$ cat config.mk
export PLATFORM = sky130hd
export DESIGN_NAME = mult32x32_ctrl
export DESIGN_NICKNAME = d
export VERILOG_FILES = /design/src/rtl/mult32x32_ctrl.sv
export SDC_FILE = /design/constraint.sdc
export NUM_CORES = 1
export LEC_CHECK = 0
export ABC_AREA = 1
export BUFFER_PORTS_ARGS = -buffer_cell sky130_fd_sc_hd__clkbuf_2
export CORE_AREA = 2 2 39 41
export DETAILED_ROUTE_END_ITERATION = 6
export DIE_AREA = 0 0 41 43
export PLACE_DENSITY = 0.74
export SETUP_SLACK_MARGIN = 0.1
export SLEW_MARGIN = 40
export SYNTH_ARGS = -nofsm -noshare
export SYNTH_HDL_FRONTEND = slang
export SYNTH_SLANG_ARGS = --single-unit
$ cat constraint.sdc
create_clock -name clk -period 1.2 [get_ports clk]
set_input_delay 0.24 -clock clk [delete_from_list [all_inputs] [get_ports clk]]
set_output_delay 0.24 -clock clk [all_outputs]
set_load 0.1 [all_outputs]
$ cat src/rtl/mult32x32_ctrl.sv
// mult32x32_ctrl: sequencer for a 32x32 multiplier built from 8x16 partial products.
// Optional zero-skip of all-zero multiplicand bytes: define MULT32X32_ZERO_SKIP_EN.
`default_nettype none

module mult32x32_ctrl (
    input  logic        clk,
    input  logic        reset,
    input  logic        start,
    input  logic [31:0] a,
    output logic        busy,
    output logic        done,
    output logic [1:0]  a_sel,
    output logic        b_sel,
    output logic [5:0]  shift_sel,
    output logic        upd_prod,
    output logic        clr_prod
);

    typedef enum logic [1:0] {
        S_IDLE = 2'd0,
        S_STEP = 2'd1,
        S_DONE = 2'd2
    } state_t;

    state_t     state_q, state_d;
    logic [2:0] k_q, k_d;
    logic [3:0] w_start_mask;
    logic [3:0] w_step_mask;
    logic [3:0] w_next;

`ifdef MULT32X32_ZERO_SKIP_EN
    logic [3:0] mask_q, mask_d;

    assign w_start_mask = {|a[31:24], |a[23:16], |a[15:8], |a[7:0]};
    assign w_step_mask  = mask_q;

    always_comb begin
        mask_d = mask_q;
        if (state_q == S_IDLE && start && !reset)
            mask_d = w_start_mask;
    end

    always_ff @(posedge clk or posedge reset) begin
        if (reset)
            mask_q <= 4'd0;
        else
            mask_q <= mask_d;
    end
`else
    logic unused_a;

    assign w_start_mask = 4'hF;
    assign w_step_mask  = 4'hF;
    assign unused_a     = ^a;
`endif

    // Lowest step index >= from whose A-byte is enabled; 8 means no step left.
    function automatic logic [3:0] f_next(input logic [3:0] from, input logic [3:0] mask);
        logic [3:0] r;
        r = 4'd8;
        for (int j = 7; j >= 0; j--) begin
            if (4'(j) >= from && mask[j[1:0]])
                r = 4'(j);
        end
        return r;
    endfunction

    always_ff @(posedge clk or posedge reset) begin
        if (reset) begin
            state_q <= S_IDLE;
            k_q     <= 3'd0;
        end else begin
            state_q <= state_d;
            k_q     <= k_d;
        end
    end

    always_comb begin
        state_d   = state_q;
        k_d       = k_q;
        w_next    = 4'd0;
        busy      = 1'b0;
        done      = 1'b0;
        a_sel     = 2'd0;
        b_sel     = 1'b0;
        shift_sel = 6'd0;
        upd_prod  = 1'b0;
        clr_prod  = 1'b0;
        case (state_q)
            S_IDLE: begin
                k_d = 3'd0;
                // start is masked during reset so no output can rise while held
                if (start && !reset) begin
                    clr_prod = 1'b1;
                    w_next   = f_next(4'd0, w_start_mask);
                    if (w_next[3]) begin
                        state_d = S_DONE;
                    end else begin
                        state_d = S_STEP;
                        k_d     = w_next[2:0];
                    end
                end
            end
            S_STEP: begin
                a_sel     = k_q[1:0];
                b_sel     = k_q[2];
                shift_sel = {1'b0, k_q[1:0], 3'b000} + {1'b0, k_q[2], 4'b0000};
                upd_prod  = 1'b1;
                busy      = 1'b1;
                w_next    = f_next({1'b0, k_q} + 4'd1, w_step_mask);
                if (w_next[3]) begin
                    state_d = S_DONE;
                    k_d     = 3'd0;
                end else begin
                    k_d = w_next[2:0];
                end
            end
            S_DONE: begin
                done    = 1'b1;
                state_d = S_IDLE;
                k_d     = 3'd0;
            end
            default: begin
                state_d = S_IDLE;
                k_d     = 3'd0;
            end
        endcase
    end

endmodule

`default_nettype wire

# Yosys cells after proc, flatten, opt, wreduce, memory -nomap -nowiden
# Cells that the tools add are included.
[totals]
in_bits = 35
word_cells = 46
ff_bits = 5
[classes]
n_reduce_logical = 4
order_cmp = 8
n_addsub = 2
n_mux = 26
eq_ne = 4
[op_table]
columns = ["operator", "n"]
rows = [
  ["$mux 4", 11],
  ["$ge 3x4->1 const A", 4],
  ["$mux 3", 3],
  ["$ge 1x4->1 const A", 2],
  ["$ge 2x4->1 const A", 2],
  ["$mux 2", 4],
  ["$add 5x5->6", 1],
  ["$mux 6", 1],
  ["$pmux 3 s2", 1],
  ["$mux 1", 5],
  ["$add 3x1->4 const B", 1],
  ["$ne 2x2->1 const B", 2],
  ["$pmux 2 s2", 1],
  ["$eq 2x1->1 const B", 1],
  ["$eq 2x2->1 const B", 1],
  ["$logic_not 2->1", 1],
  ["$reduce_and 2->1", 1],
  ["$logic_and 1x1->1", 1],
  ["$logic_not 1->1", 1],
]

# Logic depth before layout (Yosys ltp)
# Gate-level depths: netlist of the first run.
[depth]
word_depth = 13
ltp_mapped = 5
ltp_nobuf = 5

# Worst setup path after synthesis of the first run
# OpenSTA, ideal clock, no wires.
[synth_path]
path_kind = "reg-to-output"
start = "reg state_q[1]"
end = "out shift_sel[3]"
arrival_time_ps = 2906
path_buffers = 1
stages_incl_launch_ff = 5
setup_slack_ps = -1946
path_cell_list = "dfrtp_1 -> nor2_4 -> inv_2 -> nor2_1 -> buf_4"
[synth_between]
elab_chain_cells = 2
[synth_rtl]
columns = ["item", "line", "text"]
rows = [
  ["from (decl)", "25", "state_t state_q, state_d;"],
  ["from (signal assigned)", "73", "state_q <= state_d;"],
  ["$eq 2x1->1", "-", ""],
  ["$mux 6", "89", "case (state_q)"],
  ["to (decl)", "14", "output logic [5:0] shift_sel,"],
]
# No other way between the ends.

# Final worst setup path of the first run
[layout_path]
start = "reg k_q[1]"
end = "out shift_sel[4]"
[layout_between]
elab_chain_cells = 2
[layout_rtl]
columns = ["item", "line", "text"]
rows = [
  ["from (decl)", "26", "logic [2:0] k_q, k_d;"],
  ["from (signal assigned)", "74", "k_q <= k_d;"],
  ["$add 5x5->6", "107", "shift_sel = {1'b0, k_q[1:0], 3'b000} + {1'b0, k_q[2], 4'b0000};"],
  ["$mux 6", "89", ""],
]
# No other way between the ends.

==> summary.md, run 1 <==
| Metric | Value |
|---|---|
| Fin util | 0.4720 |
| Cell Chain, Critical Path | ha_1 -> inv_2 -> nor2_4 -> buf_12 |
| Die W | 41 um |
| Starting Density | 0.2351 |
| CP max stage delay | 380 ps |
| CP Data Arrival Time | 1250 ps |
| Area added between synthesis and finish | 100.8% |
| Largest net degree at the start of global routing | 7 |
| Clock Tree Root | clkbuf_4 |
| DRT Wirelength | 648 um |
| Die ar. | 1763 um^2 |
| Req. time, crit path | 960 ps |
| Worst skew pair latency | 240 ps |
| Detail Route Antenna Nets | 0 |
| Min-delay worst type | input pin to flip-flop |
| Setup TNS | -2059 ps |
| RePlAce Congestion | 0.6886 |
| Diode count | 0 |
| WL per Instance | 8.000 um |
| Cell accounting for the most synthesized area | dfrtp_1 |
| Status | finished, violations left |
| Post-synth EDFFs | 0 |
| Ports | 48 |
| DR iter-0 viols | 4 |
| Failing checks | setup timing |
| Dpl hpwl | 534 um |
| Met1 WL | 222 um |
| Clock buffer depth | 2 |
| FFs w/ async S/R, synth | 1.000 |
| Most frequent cell after synthesis | nor2_1 |
| GR Util All Layers | 0.08815 |
| Fin nets | 104 |
| Mapped cell area | 325.3 um^2 |
| CP delay by family, top | flip-flops |
| Worst Path Buf+Inv | 2 |
| Crit path max fanout | 2 |
| CTS tree | done |
| DR WL met3 | 37 um |
| Global route overflow | 0 |
| Skew final | 1.386 ps |
| Synth top area share | 0.3846 |
| Clk sinks | 5 |
| Top routing layer in use | met3 |
| Startpoint Class | flip-flop |
| Cells after Synth | 44 |
| Vias/cell | 3.827 |
| First-pass iteration count of the detailed router | 3 |
| Synth Area per Inst | 7.393 um^2 |
| Seq/Total Area, Yosys | 0.3846 |
| Share of cells above drive strength 1 | 0.5538 |
| Worst path slowest cell | dfrtp_1 |
| First-pass GRT wire length | 1007 um |
| Clock-pin slew on the worst setup and hold paths | 40 ps |
| Total of max-cap violations | 0 |
| CTS H-tree lvls | 1 |
| Post-synthesis sequential element count | 5 |
| Period minus WS final | 1491 ps |
| RSZ-0062 raised after global routing | yes |
| Ys Warns | 0 |
| Slew Viols, Final | 0 |
| Ranking of synthesized cells by area | dfrtp_1 (38%), nor2_1 (13%), buf_4 (12%) |
| Total number of vias | 310 |
| Chip height | 43 um |
| DRC Markers | 0 |
| Initial antenna violation count | 0 |
| Total CTS buffers | 3 |
| Main synth FF type | dfrtp_1 |
| Final hold viol count | 0 |
| Post-synth top cells | nor2_1 (11), inv_1 (10), nand2_1 (6) |
| Worst Slack Setup Final | -290.6 ps |
| Port-buffer cells | 12 |
| Routed met2 length | 388 um |
| Max Clk Rate | 670.9 MHz |
| Core area | 1384 um^2 |
| Critical path class | flip-flop to output port |
| # rows | 14 |
| CP Capture Type | output port |
| Number of global-route vias before repair | 289 |
| Number of library cell types mapped by synthesis | 10 |
| Period utilisation layout | 1.242 |
| Final setup violation count | 10 |
-- sequential cells by signal, indices dropped and copies added (netlist names) --
signal and count:
k_q 3, state_q 2
-- worst register-to-register path, cell delays in order, from the launching register on --
cell	delay, ps
dfrtp_1	380
buf_4	140
buf_4	130
ha_2	170
inv_2	40
nand2_1	40
nand2_1	60
nor2_1	40
-- path summary, 6_finish.rpt --
path / startpoint / to / slack (ps) / depth (start not counted)
max: k_q[1]$_DFF_PP0_ / shift_sel[4] / -290 / 4
min: start / state_q[0]$_DFFE_PP0P_ / 280 / 3
min in group asynchronous: reset / k_q[2]$_DFF_PP0_ / 530 / 4
min reg2reg: k_q[0]$_DFF_PP0_ / k_q[0]$_DFF_PP0_ / 490 / 1
max in group asynchronous: reset / state_q[1]$_DFFE_PP0P_ / 570 / 4
max reg2reg: k_q[1]$_DFF_PP0_ / k_q[2]$_DFF_PP0_ / 80 / 7
-- kinds of logic after synthesis --
group                    share of synthesized area
AND/OR/NAND/NOR                             0.2461
buffers and inverters                       0.2423
flip-flops                                  0.3846
adder cells (fa/ha/maj)                     0.1154
other                                      0.01153
-- per-stage QoR --
step | area, um^2 | std cells | hold slack [ps] | worst slack, ps
4_1_cts | 630.6 | 79 | 267.2 | -298.3
5_1_grt | 653.1 | 81 | 265.0 | -352.7
3_5_place_dp | 579.3 | 73 | 207.5 | -68.41
6_report | 653.1 | 81 | 275.4 | -290.6
2_1_floorplan | 369.1 | 46 | 26.96 | -946.9
3_3_place_gp | 579.3 | 73 | 208.0 | -64.06
-- metal layers --
layer  vias to the layer above  GRT usage
li1                        156          -
met5                         -          0
met1                       146    0.08940
met3                         0    0.01571
met2                         8     0.1313
met4                         0     0.1000
-- layout make-up --
type,instances,area [um^2]
Timing Repair Buffer,20,272.8
Fill cell,131,730.7
Multi-Input combinational cell,25,161.4
Inverter,11,47.55
Clock buffer,4,26.28
Sequential cell,5,125.1
Tap cell,16,20.02
-- what timing repair did --
action | in CTS | in global routing
endpoints found under the hold margin | 5 | 0
setup buffers | 1 | 2
hold buffers | 1 | 0
setup endpoints to repair | 10 | 10
pin swaps | 3 | 6
gates resized for setup | 2 | 4
-- cell usage in the layout (no fill, tap or decap) --
| cell | instances |
|---|---|
| inv_1 | 6 |
| inv_2 | 3 |
| inv_4 | 1 |
| ha_1 | 2 |
| clkbuf_1 | 1 |
| nand3_2 | 1 |
| buf_12 | 10 |
| dfrtp_1 | 5 |
| buf_4 | 7 |
| dlygate4sd3_1 | 1 |
| ha_2 | 1 |
| clkbuf_4 | 3 |
| nor2_2 | 4 |
| conb_1 | 3 |
| nand2_1 | 6 |
| nor2_4 | 3 |
| clkinvlp_4 | 1 |
| nor2_1 | 5 |
| clkbuf_2 | 2 |
Power of run 1 is left out: the tool's default activity adds up to more than one toggle a clock period on the data nets, which glitch-free logic cannot reach.
==> run 2, diff against run 1 <==
==> constraint.sdc (replaced) <==
create_clock -name clk -period 1.72 [get_ports clk]
set_input_delay 0.344 -clock clk [delete_from_list [all_inputs] [get_ports clk]]
set_output_delay 0.344 -clock clk [all_outputs]
set_load 0.1 [all_outputs]
==> summary.md, run 2 (synthesized netlist as in run 1, its figures left out) <==
| Metric | Value |
|---|---|
| Post-Layout Inst Area | 564.3 um^2 (-14%) |
| Clk sinks | 5 (unchanged) |
| Ports | 48 (unchanged) |
| Period minus WS final | 1598 ps |
| Min-delay worst type | input pin to async pin |
| Share of cells above drive strength 1 | 0.4426 (-0.1112) |
| Port-buffer cells | 12 (unchanged) |
| WL per Instance | 7.481 um (-6.5%) |
| Req. time, crit path | 1380 ps (+420 ps) |
| Initial antenna violation count | 0 (unchanged) |
| Number of global-route vias before repair | 247 (-15%) |
| CTS tree | done |
| RePlAce Congestion | 0.6669 (-3.2%) |
| Critical path class | flip-flop to output port |
| CP Capture Type | output port |
| Hold_buf cts | 0 (-1) |
| Final hold viol count | 0 (unchanged) |
| Worst path slowest cell | dfrtp_1 |
| DRC Markers | 0 (unchanged) |
| DR iter-0 viols | 2 (-2) |
| Area after DPL | 515.5 um^2 (-11%) |
| Cell Chain, Critical Path | ha_1 -> inv_1 -> nor2_2 -> buf_12 |
| Clock Tree Root | clkbuf_4 |
| Most frequent cells in the layout | inv_1 (9), buf_12 (7), buf_4 (7) |
| Max FFs per register | 3 (unchanged) |
| Top Registers | k_q: 3 flops, state_q: 2 flops |
| Biggest register | k_q |
| Startpoint Class | flip-flop |
| Area added between synthesis and finish | 73.46% |
| Diode count | 0 (unchanged) |
| Chip height | 43 um (unchanged) |
| CP Data Arrival Time | 1250 ps (about the same) |
| # rows | 14 (unchanged) |
| Die ar. | 1763 um^2 (unchanged) |
| Detail Route Antenna Nets | 0 (unchanged) |
| Core area | 1384 um^2 (unchanged) |
| Status | finished clean |
| Die W | 41 um (unchanged) |
| Slew Viols, Final | 0 (unchanged) |
| Clock buffer depth | 2 (unchanged) |
| Setup TNS | 0 ps (+2059 ps) |
| CP max stage delay | 390 ps (about the same) |
| Period utilisation layout | 0.9289 |
| Global route overflow | 0 (unchanged) |
| FILL cells | 135 (+3.1%) |
| Fin util | 0.4078 (-0.06419) |
| Fin nets | 100 (-3.8%) |
| Worst Path Buf+Inv | 2 (unchanged) |
| Vias/cell | 3.662 (-4.3%) |
| Crit path max fanout | 3 (+1) |
| Max Clk Rate | 625.9 MHz |
| CP delay by family, top | flip-flops |
| Skew final | 0.7523 ps (-0.6339 ps) |
| Clock-pin slew on the worst setup and hold paths | 40 ps (about the same) |
| RSZ-0062 raised after global routing | yes |
| First-pass iteration count of the detailed router | 2 (-1) |
| Total of max-cap violations | 0 (unchanged) |
| GR Util All Layers | 0.07475 (-0.01340) |
| Post-CTS sizing | 0 (-2) |
| First-pass GRT wire length | 848 um (-16%) |
| CTS H-tree lvls | 1 (unchanged) |
| DRT Wirelength | 576 um (-11%) |
| Total CTS buffers | 3 (unchanged) |
| Final setup violation count | 0 (-10) |
| Worst skew pair latency | 240 ps (about the same) |
| Most common cell after layout, fill and taps aside | inv_1 |
| Dpl hpwl | 480.2 um (-10%) |
| Total number of vias | 282 (-9.0%) |
| Largest net degree at the start of global routing | 9 (+2) |
| Starting Density | 0.2351 (unchanged) |
## run 2: repair_timing
action,in CTS,in global routing
buffers inserted,1,2
pin swaps,1,3
setup endpoints to repair,3,4
## run 2: final timing paths
check / start / end / slack [ps] / depth (start not counted)
hold / removal: reset / k_q[2]$_DFF_PP0_ / 70 / 3
max in group asynchronous: reset / k_q[0]$_DFF_PP0_ / 1540 / 3
setup reg to reg: k_q[1]$_DFF_PP0_ / k_q[2]$_DFF_PP0_ / 720 / 6
setup / recovery: k_q[2]$_DFF_PP0_ / shift_sel[4] / 120 / 4
hold reg to reg: k_q[0]$_DFF_PP0_ / k_q[0]$_DFF_PP0_ / 490 / 1
min in group clk: start / state_q[0]$_DFFE_PP0P_ / 370 / 3
## run 2: area by class of cell
cell class | count | area [um^2] | area share
Sequential cell | 5 | 125.1 | 0.2217
Tap cell | 16 | 20.02 | 0.03548
Timing Repair Buffer | 16 | 202.7 | 0.3592
Multi-Input combinational cell | 25 | 146.4 | 0.2594
Clock buffer | 4 | 26.28 | 0.04656
Inverter | 11 | 43.79 | 0.07761
## run 2: layer usage
layer / track usage / vias to the layer above / part of all wire
met2: 0.1313 / 9 / 0.63
met3: 0.03141 / 0 / 0.066
li1: - / 150 / -
met1: 0.05574 / 123 / 0.31
met5: 0 / - / 0
met4: 0.06000 / 0 / 0
## run 2: metrics by stage
stage	worst slack (ps)	hold slack, ps	std cells
after global routing	68.13	89.28	77
after floorplan	-531.2	131.0	46
final	122.4	72.43	77
after global placement	334.6	331.8	70
after CTS	97.70	81.55	75
after detailed placement	326.4	333.4	70
## run 2: worst min-delay path, delay by kind of cell
family	cells	cell delay [ps]
buffers and inverters	3	290
Power of run 2 is left out for the same reason.
==> run 3, diff against run 2 <==
--- a/config.mk
+++ b/config.mk
@@ -5,12 +5,11 @@
 export SDC_FILE = /design/constraint.sdc
 export NUM_CORES = 1
 export LEC_CHECK = 0
-export ABC_AREA = 1
 export BUFFER_PORTS_ARGS = -buffer_cell sky130_fd_sc_hd__clkbuf_2
 export CORE_AREA = 2 2 39 41
 export DETAILED_ROUTE_END_ITERATION = 6
 export DIE_AREA = 0 0 41 43
-export PLACE_DENSITY = 0.74
+export PLACE_DENSITY = 0.75
 export SETUP_SLACK_MARGIN = 0.1
 export SLEW_MARGIN = 40
 export SYNTH_ARGS = -nofsm -noshare
==> summary.md, run 3 <==
| Metric | Value |
|---|---|
| DR iter-0 viols | 6 (+4) |
| Fin nets | 91 (-9.0%) |
| Area after DPL | 536.8 um^2 (+4.1%) |
| Starting Density | 0.2396 (+0.004521) |
| R2r setup slk | 490 ps (-230 ps) |
| Crit path max fanout | 5 (+2) |
| Port-buffer cells | 12 (unchanged) |
| Total number of vias | 272 (-3.5%) |
| Chip height | 43 um (unchanged) |
| Number of global-route vias before repair | 269 (+8.9%) |
| Total of max-cap violations | 0 (unchanged) |
| Period utilisation layout | 0.9360 (+0.007117) |
| Post-Layout Inst Area | 613.1 um^2 (+8.6%) |
| Status | finished clean |
| Req. time, crit path | 1380 ps (about the same) |
| CP Capture Type | output port |
| Main synth FF type | dfrtp_1 |
| Min-delay worst type | input pin to async pin |
| Largest net degree at the start of global routing | 6 (-3) |
| Clock Tree Root | clkbuf_4 |
| Top Registers | k_q: 3 flops, state_q: 2 flops |
| CTS H-tree lvls | 1 (unchanged) |
| FILL cells | 134 (-0.74%) |
| Share of cells above drive strength 1 | 0.5769 (+0.1343) |
| FF/Latch Area | 125.1 um^2 (unchanged) |
| Synth Area per Inst | 10.05 um^2 (+36%) |
| Vias/cell | 4.000 (+9.2%) |
| Most frequent cells in the layout | buf_12 (9), buf_4 (7), dfrtp_1 (5) |
| Multi-input gate area | 178.9 um^2 (+22%) |
| Die ar. | 1763 um^2 (unchanged) |
| Die W | 41 um (unchanged) |
| Initial antenna violation count | 0 (unchanged) |
| Global route overflow | 0 (unchanged) |
| Synth top area share | 0.3774 (-0.007257) |
| Final setup violation count | 0 (unchanged) |
| Dpl hpwl | 482.4 um (+0.46%) |
| Post-synthesis sequential element count | 5 (unchanged) |
| Mapped cell area | 331.6 um^2 (+1.9%) |
| Detail Route Antenna Nets | 0 (unchanged) |
| Clock-pin slew on the worst setup and hold paths | 40 ps (about the same) |
| Hold_buf cts | 0 (unchanged) |
| Biggest register | k_q |
| First-pass GRT wire length | 1221 um (+44%) |
| Max Clk Rate | 621.2 MHz (-0.76%) |
| DRC Markers | 0 (unchanged) |
| Slew Viols, Final | 0 (unchanged) |
| FFs w/ async S/R, synth | 1.000 (unchanged) |
| WL per Instance | 10.31 um (+38%) |
| Number of library cell types mapped by synthesis | 15 (+5) |
| # rows | 14 (unchanged) |
| Total CTS buffers | 3 (unchanged) |
| Cell accounting for the most synthesized area | dfrtp_1 |
| Seq/Total Area, Yosys | 0.3774 (-0.007257) |
| Area added between synthesis and finish | 84.91% |
| First-pass iteration count of the detailed router | 5 (+3) |
| Diode count | 0 (unchanged) |
| Worst skew pair latency | 250 ps (about the same) |
| CP Data Arrival Time | 1270 ps (+20 ps) |
| Ranking of synthesized cells by area | dfrtp_1 (38%), buf_4 (11%), ha_1 (11%) |
| CTS tree | done |
| Clock buffer depth | 2 (unchanged) |
| GR Util All Layers | 0.1131 (+0.03838) |
| Period minus WS final | 1610 ps (+12.24 ps) |
| Max FFs per register | 3 (unchanged) |
| Ports | 48 (unchanged) |
| Most common cell after layout, fill and taps aside | buf_12 |
| Post-synth top cells | buf_4 (5), dfrtp_1 (5), nor2_1 (4) |
| Ys Warns | 0 (unchanged) |
| Critical path class | flip-flop to output port |
| RSZ-0062 raised after global routing | yes |
| Clk sinks | 5 (unchanged) |
| Skew final | 3.814 ps (+3.062 ps) |
| DRT Wirelength | 701 um (+22%) |
| Startpoint Class | flip-flop |
| RePlAce Congestion | 0.7392 (+11%) |
| Post-synth EDFFs | 0 (unchanged) |
| Core area | 1384 um^2 (unchanged) |
| Cells after Synth | 33 (-25%) |
| Final hold viol count | 0 (unchanged) |
[run 3: cell types whose count changed after synthesis, moves of 2 or more]
cell | before | now
inv_1 | 10 | 3
nand2_1 | 6 | 1
nor2_1 | 11 | 4
and3_1 | 0 | 2
and2_1 | 0 | 3
[run 3: path summary, 6_finish.rpt]
check / startpoint / depth (start not counted) / endpoint
max in group asynchronous: reset / 2 / k_q[1]$_DFF_PP0_
worst min-delay path: reset / 2 / state_q[0]$_DFFE_PP0P_
worst max register to register: state_q[1]$_DFFE_PP0P_ / 5 / state_q[1]$_DFFE_PP0P_
worst max-delay path: state_q[1]$_DFFE_PP0P_ / 4 / shift_sel[5]
worst min register to register: k_q[0]$_DFF_PP0_ / 1 / k_q[0]$_DFF_PP0_
min in group clk: k_q[0]$_DFF_PP0_ / 1 / k_q[0]$_DFF_PP0_
[run 3: final cells by class]
cell class	instances	share of cell area
clock buffer	4	0.04286
timing repair buffer	18	0.3959
multi-input combinational	21	0.2918
tap	16	0.03265
inverter	4	0.03265
sequential	5	0.2041
[run 3: cell families after synthesis]
group                      share of synthesized area
and+or+nand+nor                               0.2830
xor gates and xnor gates                     0.02642
adders and majority gates                     0.1132
buffers and inverters                         0.1661
DFF                                           0.3774
other                                        0.01131
AOI/OAI and AO/OA                            0.02265
[run 3: per-stage QoR]
step                instances  hold slack (ps)  utilization  TNS, ps  setup WS, ps
floorplan                  35            122.5            -   -254.1        -150.6
global placement           58            266.6       0.3879        0         313.9
detailed placement         58            269.4       0.3879        0         307.3
CTS                        67            8.319       0.4358        0         96.74
global route               68            16.10       0.4430        0         47.37
finish                     68            8.793       0.4430        0         110.1
[run 3: worst max-delay path, stage by stage (launching register included)]
cell and delay [ps]:
dfrtp_1 410, nand2b_4 200, inv_6 80, and2_4 150, buf_12 170
[run 3: layer usage]
metal	up-vias	part of all wire	global-route usage
li1	131	-	-
met1	126	0.30	0.1049
met2	13	0.59	0.1750
met3	2	0.098	0.09424
met4	0	0.0057	0.04000
met5	-	0	0
[run 3: timing repair]
action,in CTS,in global routing
setup endpoints to repair,3,5
hold endpoints to repair,0,0
setup buffers,5,1
pin swaps,0,1
gates resized for setup,1,2
Power of run 3 is left out for the same reason.
